<file path="src/rtl/bitty_core.sv">
// bitty_core: sequential multi-cycle core with an 8-entry register file.
// Takes one 16-bit instruction per valid/ready handshake and runs it through
// IDLE -> READ -> EXEC -> WB. An accepted instruction retires three cycles
// after its handshake. A new instruction can be accepted every four cycles.
//
// Ports:
//   clk, reset           clock; asynchronous active-high reset
//   inst, inst_valid     instruction word and its valid strobe
//   inst_ready           high in S_IDLE when no load is requested
//   ld_en/ld_addr/ld_data  register-file load port (honoured in S_IDLE only)
//   dbg_addr, dbg_data   combinational register-file read port
//   out, cout, comp, lt  registered ALU result and flags of the last instruction
//   done                 one-cycle pulse when an instruction retires
//
// Instruction word: [15:13] rx, [12:10] ry, [12:5] imm, [4:2] op, [1:0] fmt.
// fmt 00: rx op ry -> rx. fmt 01: rx op imm -> rx.
// fmt 10: compare only. fmt 11: nop.

module bitty_core #(
   parameter int unsigned DATA_W = 16,
   parameter int unsigned SH_W   = $clog2(DATA_W)
) (
   input  logic              clk,
   input  logic              reset,
   input  logic [15:0]       inst,
   input  logic              inst_valid,
   output logic              inst_ready,
   input  logic              ld_en,
   input  logic [2:0]        ld_addr,
   input  logic [DATA_W-1:0] ld_data,
   input  logic [2:0]        dbg_addr,
   output logic [DATA_W-1:0] dbg_data,
   output logic [DATA_W-1:0] out,
   output logic              cout,
   output logic              comp,
   output logic              lt,
   output logic              done
);

   typedef enum logic [1:0] {S_IDLE, S_READ, S_EXEC, S_WB} state_t;

   state_t state_q, state_d;

   logic [15:0]       inst_q;
   logic [DATA_W-1:0] a_q, b_q;
   logic [DATA_W-1:0] regs_q [8];
   logic [DATA_W-1:0] out_q;
   logic              cout_q, comp_q, lt_q;

   // Fields of the latched instruction
   logic [2:0]        rx, ry, op;
   logic [1:0]        fmt;
   logic [DATA_W-1:0] imm_ext;

   assign rx      = inst_q[15:13];
   assign ry      = inst_q[12:10];
   assign op      = inst_q[4:2];
   assign fmt     = inst_q[1:0];
   assign imm_ext = {{(DATA_W-8){1'b0}}, inst_q[12:5]};

   // ALU
   logic [DATA_W:0]   sum, diff;
   logic [SH_W-1:0]   shamt;
   logic [DATA_W-1:0] alu_res;
   logic              alu_c;

   assign sum   = {1'b0, a_q} + {1'b0, b_q};
   // diff[DATA_W] is the borrow; no-borrow (A >= B) is its inverse
   assign diff  = {1'b0, a_q} - {1'b0, b_q};
   assign shamt = b_q[SH_W-1:0];

   always_comb begin
      alu_res = '0;
      alu_c   = 1'b0;
      if (fmt == 2'b10) begin
         // Compare reports A-B with sub's carry regardless of op
         alu_res = diff[DATA_W-1:0];
         alu_c   = ~diff[DATA_W];
      end else begin
         case (op)
            3'd0: begin
               alu_res = sum[DATA_W-1:0];
               alu_c   = sum[DATA_W];
            end
            3'd1: begin
               alu_res = diff[DATA_W-1:0];
               alu_c   = ~diff[DATA_W];
            end
            3'd2:    alu_res = a_q & b_q;
            3'd3:    alu_res = a_q | b_q;
            3'd4:    alu_res = a_q ^ b_q;
            3'd5:    alu_res = ~a_q;
            3'd6:    alu_res = a_q << shamt;
            3'd7:    alu_res = a_q >> shamt;
            default: alu_res = '0;
         endcase
      end
   end

   // Next-state logic
   always_comb begin
      state_d = state_q;
      case (state_q)
         S_IDLE:  if (!ld_en && inst_valid) state_d = S_READ;
         S_READ:  state_d = S_EXEC;
         S_EXEC:  state_d = S_WB;
         S_WB:    state_d = S_IDLE;
         default: state_d = S_IDLE;
      endcase
   end

   always_ff @(posedge clk or posedge reset) begin
      if (reset) begin
         state_q <= S_IDLE;
         inst_q  <= '0;
         a_q     <= '0;
         b_q     <= '0;
         out_q   <= '0;
         cout_q  <= 1'b0;
         comp_q  <= 1'b0;
         lt_q    <= 1'b0;
         for (int i = 0; i < 8; i++) regs_q[i] <= '0;
      end else begin
         state_q <= state_d;
         case (state_q)
            S_IDLE: begin
               // A load takes priority and blocks acceptance this cycle
               if (ld_en)           regs_q[ld_addr] <= ld_data;
               else if (inst_valid) inst_q <= inst;
            end
            S_READ: begin
               a_q <= regs_q[rx];
               b_q <= (fmt == 2'b01) ? imm_ext : regs_q[ry];
            end
            S_EXEC: begin
               if (fmt != 2'b11) begin
                  out_q  <= alu_res;
                  cout_q <= alu_c;
                  comp_q <= (a_q == b_q);
                  lt_q   <= (a_q < b_q);
               end
            end
            S_WB: begin
               if (!fmt[1]) regs_q[rx] <= out_q;
            end
            default: ;
         endcase
      end
   end

   assign inst_ready = (state_q == S_IDLE) && !ld_en;
   assign done       = (state_q == S_WB);
   assign dbg_data   = regs_q[dbg_addr];
   assign out        = out_q;
   assign cout       = cout_q;
   assign comp       = comp_q;
   assign lt         = lt_q;

endmodule

</file>
<file path="config.mk">
export PLATFORM = sky130hd
export DESIGN_NAME = bitty_core
export DESIGN_NICKNAME = d
export VERILOG_FILES = /design/src/rtl/bitty_core.sv
export SDC_FILE = /design/constraint.sdc
export NUM_CORES = 1
export LEC_CHECK = 0
export BUFFER_PORTS_ARGS = -buffer_cell sky130_fd_sc_hd__buf_4
export CAP_MARGIN = 0
export CORE_MARGIN = 5
export CORE_UTILIZATION = 45
export DETAILED_ROUTE_END_ITERATION = 8
export PLACE_DENSITY = 0.66
export SETUP_SLACK_MARGIN = 0.4
export SLEW_MARGIN = 25
export SYNTH_ARGS = -nofsm -noshare
export SYNTH_HDL_FRONTEND = slang
export SYNTH_SLANG_ARGS = --single-unit
</file>
<file path="constraint.sdc">
create_clock -name clk -period 8.2 [get_ports clk]
set_input_delay 0.82 -clock clk [delete_from_list [all_inputs] [get_ports clk]]
set_output_delay 0.82 -clock clk [all_outputs]
set_load 0.01 [all_outputs]
</file>
# --- After elaboration in Yosys (flattened, before gate mapping) ---
# Index checks and enable logic that the tools add are counted.
word_totals:
  reg_bits: 197
  word_cells: 90
  out_inout_bits: 37
op_classes:
  muxes: 25
  n_shift: 2
  reduce_logical: 11
  addsub: 2
  eq_ne: 17
  magnitude_cmp: 7
  bitwise: 10
ops:
  columns: ["op", "count"]
  rows:
  - ["$bwmux W128", 2]
  - ["$mux W128", 2]
  - ["$pmux W128 S2", 1]
  - ["$mux W16", 10]
  - ["$bmux W16 S3", 3]
  - ["$pmux W16 S8", 1]
  - ["$demux W16 S3", 2]
  - ["$add A16 B16 Y17", 1]
  - ["$sub A16 B16 Y17", 1]
  - ["$and A16 B16 Y16", 1]
  - ["$eq A16 B16 Y1", 1]
  - ["$ge A4 B4 Y1 const B", 4]
  - ["$lt A16 B16 Y1", 1]
  - ["$not A16 Y16", 1]
  - ["$not A3 Y4", 4]
  - ["$or A16 B16 Y16", 1]
  - ["$shl A16 B4 Y16", 1]
  - ["$shr A16 B4 Y16", 1]
  - ["$xor A16 B16 Y16", 1]
  - ["$eq A3 B3 Y1 const B", 4]
  - ["$lt A4 B1 Y1 const B", 2]
  - ["$ne A2 B2 Y1 const B", 4]
  - ["$pmux W2 S4", 1]
  - ["$eq A2 B2 Y1 const B", 3]
  - ["other kinds (14)", 21]

# --- Longest topological paths before layout ---
# Gate-level depths: netlist of the first run.
depth:
  ltp_word: 8
  mapped_depth: 14
  depth_no_buf: 11

# --- Worst setup path after synthesis of the first run ---
# No wires, ideal clock.
synth_timing:
  path_kind: "reg2reg"
  from: "register b_q[2]"
  to: "register out_q[15] (netlist: out[15])"
  setup_time_ns: 0.129
  t_arrival_ns: 2.942
  setup_slack_ns: 5.129
  period_less_slack_ns: 3.071
  path_stages_with_launch: 15
  path_cell_list: "dfrtp_1 > clkbuf_1 > inv_1 > buf_2 > buf_1 > ha_1 > buf_2 > inv_2 > o221ai_2 > nand4_2 > a311oi_2 > o21bai_2 > mux2_4 > a211oi_2 > a211oi_2"
synth_via:
  elab_chain_len: 3
  elab_cells_between_ends: 6
synth_lines:
  columns: ["item", "line", "rtl"]
  rows:
  - ["start: declaration", "45", "logic [DATA_W-1:0] a_q, b_q;"]
  - ["start signal: assignment", "133", "b_q <= (fmt == 2'b01) ? imm_ext : regs_q[ry];"]
  - ["$sub A16 B16 Y17, or another cell as far along", "69", "assign diff = {1'b0, a_q} - {1'b0, b_q};"]
  - ["$pmux W16 S8", "80", "case (op)"]
  - ["$mux W16 (*)", "75", "if (fmt == 2'b10) begin"]
  - ["end signal: assignment", "137", "out_q <= alu_res;"]
  - ["end: declaration", "47", "logic [DATA_W-1:0] out_q;"]
# Every way passes the cells marked *; elsewhere a longest branch is shown, timed or not.
# A chain may end at the register's enable or synchronous reset.

# --- Final worst setup path of the first run ---
# Ends and elaborated chain as after synthesis.

==> reports/qor.csv, run 1 <==
metric;value;unit
status;completed;
antenna_found_initial;5;
via_per_inst;6.71;
yosys_warnings;0;
grt_start_max_net_pins;79;
p_sw;3.79;mW
num-nets-final;1785;
start_kind;register;
die_x;196;µm
hold_viol;0;
drt-pass1-iter-count;6;
drtAntennaViolNets;0;
fmax;272;MHz
crit_path_max_fanout;35;
htree_num_levels;4;
synth_edf_count;0;
r2r_start;b_q[2];
worstMarginPinSlew;0.923;ns
place_ws;4.59;ns
grt_pass1_vias;14100;
post_synth_inst_count;1732;
syn-num-nets;1830;
fp.dieH;196;µm
grt_pass1_wl;87400;µm
r2r-end;out[15];
vias;14500;
slew_headroom;38.3;%
syn_area;15600;µm²
power.density;435;nW/µm²
clkPwrFrac;11.5;%
cts_root_buffer;clkbuf_16;
drcViolationCount;0;
clockBufferDepth;2;
ctsResizeCount;0;
core;34400;µm²
hold_ws;0.436;ns
fin_crit_sh;44.8;%
drive_above_1_share;18.8;%
ys.flop_type;dfrtp_1;
slew_viol_final;0;
clk_pin_slew;0.08;ns
synth_area_leader_cell;dfrtp_1;
r2r_slack;4.52;ns
ir_drop;0.000280;V
seq_area_frac_synth;31.6;%
drt_iter0_markers;1665;
numCtsBuffers;17;
synth_top_area_share;31.6;%
power.leakage;6.72;nW
r2r_cells;11;
wirelength;57400;µm
post_cts_buffers;0;
grt_use_total;29.4;%
syn_avg_cell_area;9.01;µm²
io_buffers;78;
setup_ws;4.52;ns
synthMostInstantiatedCell;dfrtp_1;
final.setup.tns;0;ns
gp_congestion;0.965;
area_growth;8.54;%
dp.cells;2123;
final_cells;2156;
maxCapViolations;0;
p_int;3.57;mW
fin_crit;3.68;ns
io_pins;79;
required;8.54;ns
rsz0062_at_grt;no;
hpwlAfterDp;38000;µm
setup-violations-final;0;
netlist_top_cells_count;dfrtp_1, nand2_1, o21ai_0, a22oi_1, clkbuf_1;
skew;0.0135;ns
path_class;register to register;
overflow;0;
comb_power_share;61.8;%
cts.sinks;197;
ctsHoldBuffers;0;
rows;68;
synth_cell_types;81;
initial_core_util;45.4;%
synth-seq-cells;197;
synthArstFlopShare;100;%
hp-class;input port to asynchronous set/reset pin;
switching_share;51.5;%
clkLatencyLatePin;0.47;ns
arrival;4.01;ns
critPathCaptureType;register;
cts_tree;yes;
routedWlPerCell;26.6;µm
die-area;38500;µm²
power.share.sequential;26.7;%
synth_area_leaders;dfrtp_1, mux4_2, a22oi_1, o21ai_0, nand2_1;
[cell families (layout without fill, tap and decap cells)]
family	after synthesis	in the layout	share of synthesized area, %
AO/OA/AOI/OAI	582	582	24.7
XOR/XNOR	18	18	1.01
adder cells (fa/ha/maj)	56	56	4.59
buffers and inverters	241	209	6.30
flip-flops	197	197	31.6
multiplexers	189	189	18.8
other	0	1	0
AND/OR/NAND/NOR	449	449	13.0
[worst max-delay path by stage]
stage,startpoint,end,slack [ns],depth (start not counted)
after floorplan,reset,a_q[0],2.01,1
after global placement,b_q[2],out[15],4.62,11
after detailed placement,b_q[2],out[12],4.59,11
after CTS,b_q[2],out[15],4.57,11
after global routing,b_q[2],out[12],4.27,11
final,b_q[2],out[15],4.52,11
[cells in the final DEF (no fill, tap or decap), types with 19 or more instances in the layout]
cell	count
mux2_2	50
inv_1	54
o211ai_1	21
mux4_2	78
buf_4	118
and2_1	22
nor2b_1	30
o21ai_0	160
a21oi_1	79
ha_1	52
mux2i_1	57
o22ai_1	19
dfrtp_1	193
nand2_1	192
a22oi_1	143
nor3_1	22
o21ai_1	24
nor2_1	110
[worst max-delay path, stage by stage, from the launching register on]
cell      delay [ns]
dfrtp_1         0.32
buf_4           0.31
inv_1           0.46
ha_1            0.64
inv_2           0.10
o221ai_2        0.27
nand4_2         0.18
a311oi_2        0.50
o21bai_2        0.14
mux2_4          0.32
a211oi_2        0.24
a211oi_2        0.06
[sequential cells by signal, summed over array words and instances (netlist names)]
signal   flops
regs_q     128
a_q         16
b_q         16
inst_q      16
out         16
state_q      2
comp         1
cout         1
lt           1
[power groups by stage]
| stage | combinational (mW) | clock (mW) | sequential [mW] |
|---|---|---|---|
| CTS | 4.46 | 0.858 | 1.94 |
| global route | 4.89 | 0.897 | 2.02 |
| finish | 4.54 | 0.850 | 1.96 |
| global placement | 4.39 | 0 | 1.93 |
| floorplan | 3.29 | 0 | 1.72 |
| detailed placement | 4.44 | 0 | 1.96 |
[stage by stage]
step	power (mW)	instance area [µm²]	utilization (%)
after floorplan	5.01	15600	-
after global placement	6.31	16400	47.6
after detailed placement	6.39	16400	47.6
after CTS	7.25	16900	49.3
after global routing	7.80	16900	49.3
final	7.36	16900	49.3
[area by class of cell]
cell class / count / area, µm²
Multi-Input combinational cell: 1294 / 9740
Fill cell: 3288 / 17400
Clock inverter: 14 / 141
Timing Repair Buffer: 118 / 886
Sequential cell: 197 / 4930
Tap cell: 455 / 569
Inverter: 59 / 229
Antenna cell: 1 / 2.50
Clock buffer: 18 / 429
[per-layer routing]
layer  routed length, µm  vias to the layer above  track usage, %
li1                    -                     6349               -
met1               22700                     7059            39.8
met2               26200                      886            45.6
met3                5940                      163            6.77
met4                2460                        0            12.5
met5                   0                        -               0
Note: power is estimated with default switching activity, not from simulation.
==> run 2: changes to the inputs <==
PLACE_DENSITY = 0.68   (was 0.66)
clock period = 3.3 ns   (was 8.2 ns; I/O delays follow)
==> reports/qor.csv, run 2 (synthesis results as in run 1) <==
metric;value;unit
status;completed;
grt_pass1_vias;14400;
path_class;register to register;
top_register;regs_q;
slew_headroom;36.7;%
antenna_found_initial;1;
power.leakage;6.97;nW
core;34400;µm²
grt_pass1_wl;89000;µm
grt_start_max_net_pins;70;
final_cell_mix;nand2_1, dfrtp_1, o21ai_0;
fmax;354;MHz
crit_path_max_fanout;8;
overflow;0;
fp.dieH;196;µm
clkLatencyLatePin;0.47;ns
via_per_inst;6.75;
slew_viol_final;0;
power;19.3;mW
num_antenna_cells;0;
cts.sinks;197;
switching_share;50.2;%
setup_ws;0.475;ns
clkPwrFrac;12.2;%
largest_register_ffs;128;
power.density;1100;nW/µm²
vias;14900;
initial_core_util;45.4;%
num-nets-final;1831;
io_pins;79;
wirelength;58500;µm
hold_viol;0;
post_cts_buffers;0;
ir_drop;0.000531;V
rsz0062_at_grt;no;
die_x;196;µm
fin_crit_sh;85.6;%
worstMarginPinSlew;0.947;ns
comb_power_share;61.9;%
gp_congestion;1.04;
numCtsBuffers;17;
p_int;9.60;mW
cts_root_buffer;clkbuf_16;
hpwlAfterDp;40900;µm
critPathCaptureType;register;
drtAntennaViolNets;0;
area_growth;12.0;%
die-area;38500;µm²
place_ws;0.287;ns
start_kind;register;
io_buffers;78;
htree_num_levels;4;
skew;0.0181;ns
final.setup.tns;0;ns
clk_pin_slew;0.08;ns
setup-violations-final;0;
power.share.sequential;25.8;%
drive_above_1_share;21.8;%
cts_tree;yes;
routedWlPerCell;26.6;µm
p_sw;9.66;mW
rows;68;
layout_commonest_cell;nand2_1;
drt-pass1-iter-count;6;
clockBufferDepth;2;
drcViolationCount;0;
maxCapViolations;0;
grt_use_total;29.8;%
fin_crit;2.82;ns
hp-class;input port to register;
drt_iter0_markers;1810;
arrival;3.15;ns
required;3.63;ns
[run 2: path summary, 6_finish.rpt]
kind / slack, ns / end / cells past startpoint / from
worst max-delay path: 0.48 / out[15] / 10 / b_q[3]
worst min-delay path: 0.09 / inst_q[4] / 2 / inst[4]
worst max register to register: 0.48 / out[15] / 10 / b_q[3]
worst min register to register: 0.51 / lt / 2 / lt
max in group asynchronous: 1.96 / regs_q[10] / 4 / reset
min in group asynchronous: 0.52 / regs_q[75] / 3 / reset
[run 2: repair_timing]
action                     CTS  global route
resized for setup            3            21
hold buffers                 1             0
pin swaps                    0             2
hold endpoints to repair    23             0
setup endpoints to repair    6             9
[run 2: cell type report]
class	instances	area [µm²]
well taps	455	569
multi-input cells	1294	9820
clock buffers	20	447
fillers	3208	16900
clock inverters	12	189
repair buffers	164	1280
flip-flops and latches	197	4940
inverters	59	225
[run 2: through the flow]
step | cell area, µm² | cells | util [%] | hold WS [ns]
6_report | 17500 | 2201 | 50.8 | 0.0921
5_1_grt | 17500 | 2201 | 50.8 | 0.0861
4_1_cts | 17400 | 2201 | 50.7 | 0.0843
3_5_place_dp | 16700 | 2168 | 48.7 | 0.449
3_3_place_gp | 16700 | 2168 | 48.7 | 0.445
2_1_floorplan | 15600 | 1732 | - | 0.477
[run 2: power groups by stage]
stage	Sequential (mW)	Combinational (mW)	Clock, mW
final	4.98	11.9	2.36
after global routing	5.09	12.7	2.46
after CTS	4.89	11.5	2.37
after detailed placement	4.93	11.4	0
after global placement	4.86	11.3	0
after floorplan	4.28	8.24	0
[run 2: layer usage]
metal | part of all wire [%] | track usage (%) | up-vias | wire length [µm]
li1 | - | - | 6432 | -
met1 | 39 | 39.6 | 7238 | 22900
met2 | 46 | 46.9 | 952 | 26700
met3 | 10 | 6.13 | 231 | 5850
met4 | 5.2 | 13.8 | 0 | 3020
met5 | 0 | 0 | - | 0
[run 2: worst max-delay path, stage by stage (launching register included)]
cell	delay (ns)
dfrtp_1	0.42
inv_1	0.14
ha_2	0.43
inv_1	0.13
o221ai_2	0.11
nand4_2	0.22
a311oi_4	0.47
o21bai_2	0.13
mux2_4	0.32
a211oi_2	0.24
a211oi_2	0.07
==> run 3: changes to the inputs <==
==> constraint.sdc (replaced) <==
create_clock -name clk -period 3.3 [get_ports clk]
set_input_delay 0.99 -clock clk [delete_from_list [all_inputs] [get_ports clk]]
set_output_delay 0.99 -clock clk [all_outputs]
set_load 0.01 [all_outputs]
==> reports/qor.csv, run 3 (synthesis results as in run 1) <==
metric;value;unit
arrival;2.24;ns
die_x;196;µm
ir_drop;0.000552;V
final_cell_mix;nand2_1, dfrtp_1, o21ai_0;
fin_crit;3.23;ns
switching_share;50.4;%
largest_register_ffs;128;
multi_input_area;9910;µm²
fin_crit_sh;97.9;%
fp.dieH;196;µm
hp-class;register to register;
max_stage_delay;0.52;ns
htree_num_levels;4;
skew;0.0124;ns
area_growth;13.3;%
drt_iter0_markers;1766;
clk_pin_slew;0.07;ns
num-fill-cells;3222;
gp_congestion;1.03;
grt_pass1_wl;87300;µm
layout_commonest_cell;nand2_1;
power.density;1080;nW/µm²
rows;68;
vias;14900;
met1_length;22400;µm
route.met2.wl;26200;µm
slew_viol_final;0;
final_cells;2211;
clockBufferDepth;2;
cts_root_buffer;clkbuf_16;
grt_pass1_vias;14500;
setup-violations-final;0;
grt_use_total;29.0;%
cp_common_cell;buf_12;
initial_core_util;45.4;%
drtAntennaViolNets;0;
drcViolationCount;0;
status;completed;
die-area;38500;µm²
numCtsBuffers;17;
via_per_inst;6.74;
crit_slowest_cell;mux4_2;
p_int;9.43;mW
rsz0062_at_grt;yes;
start_kind;input port;
required;2.31;ns
routedWlPerCell;25.8;µm
highest_layer;met4;
wirelength;57100;µm
hold_path_depth;2;
cts_tree;yes;
path_class;input port to output pin;
hold_viol;0;
path_cells;buf_12 -> buf_12 -> mux4_2 -> mux2_4 -> buf_6;
io_pins;79;
power.share.sequential;26.5;%
drt-pass1-iter-count;6;
top_register;regs_q;
num_antenna_cells;0;
grt_start_max_net_pins;45;
io_buffers;78;
fmax;310;MHz
dp.cells;2175;
drive_above_1_share;22.6;%
antenna_found_initial;0;
clkPwrFrac;10.5;%
register_area;4940;µm²
ctsHoldBuffers;0;
r2r_cells;10;
critPathCaptureType;output pin;
hpwlAfterDp;40700;µm
cts.sinks;197;
worstMarginPinSlew;1.09;ns
crit_path_max_fanout;8;
num-nets-final;1843;
final.setup.tns;0;ns
power.leakage;7.07;nW
clkLatencyLatePin;0.46;ns
maxCapViolations;0;
comb_power_share;63.0;%
p_sw;9.59;mW
slew_headroom;27.0;%
dr_wl_met3;5890;µm
overflow;0;
post-route-util;51.4;%
core;34400;µm²
-- run 3: power by group through the flow --
stage               Sequential, mW  Clock (mW)  Combinational, mW
global placement              4.97           0               11.1
detailed placement            5.00           0               11.3
CTS                           4.97        2.01               11.4
floorplan                     4.28           0               8.30
finish                        5.05        1.99               12.0
global route                  5.16        2.09               12.8
-- run 3: path summary, 6_finish.rpt --
kind	start	endpoint	slack, ns
setup / recovery	dbg_addr[0]	dbg_data[9]	0.07
hold / removal	comp	comp	0.49
setup reg to reg	a_q[2]	out[15]	0.47
hold reg to reg	comp	comp	0.49
max in group asynchronous	reset	inst_q[14]	1.79
min in group asynchronous	reset	regs_q[46]	0.70
-- run 3: layout make-up --
type,instances,share of cell area [%]
multi-input cells,1294,56.1
flip-flops and latches,197,28.0
repair buffers,176,8.49
well taps,455,3.22
clock buffers,20,2.53
inverters,59,1.27
clock inverters,10,0.432
-- run 3: per-layer routing --
metal | global-route usage (%) | vias up
li1 | - | 6454
met1 | 38.8 | 7234
met2 | 45.9 | 1030
met3 | 5.96 | 194
met4 | 12.6 | 0
met5 | 0 | -
-- run 3: metrics by stage --
stage          total power [mW]  worst slack [ns]  instance area [µm²]  hold WS [ns]
3_5_place_dp               16.3           0.00137                16900         0.481
3_3_place_gp               16.1            0.0195                16900         0.476
4_1_cts                    18.4            0.0801                17500         0.497
2_1_floorplan              12.6            -0.236                15800         0.477
5_1_grt                    20.0            0.0662                17700         0.522
6_report                   19.0            0.0702                17700         0.492
-- run 3: repair_timing --
| item | CTS | global route |
|---|---|---|
| gates cloned | 1 | 0 |
| pin swaps | 2 | 5 |
| gates resized for setup | 19 | 22 |
| setup endpoints to repair | 22 | 24 |
| setup buffers | 0 | 5 |
| endpoints found under the hold margin | 0 | 0 |
-- run 3: worst max-delay path, delay by kind of cell --
kind	cells	cell delay [ns]
buffers and inverters	3	0.40
multiplexers	2	0.84
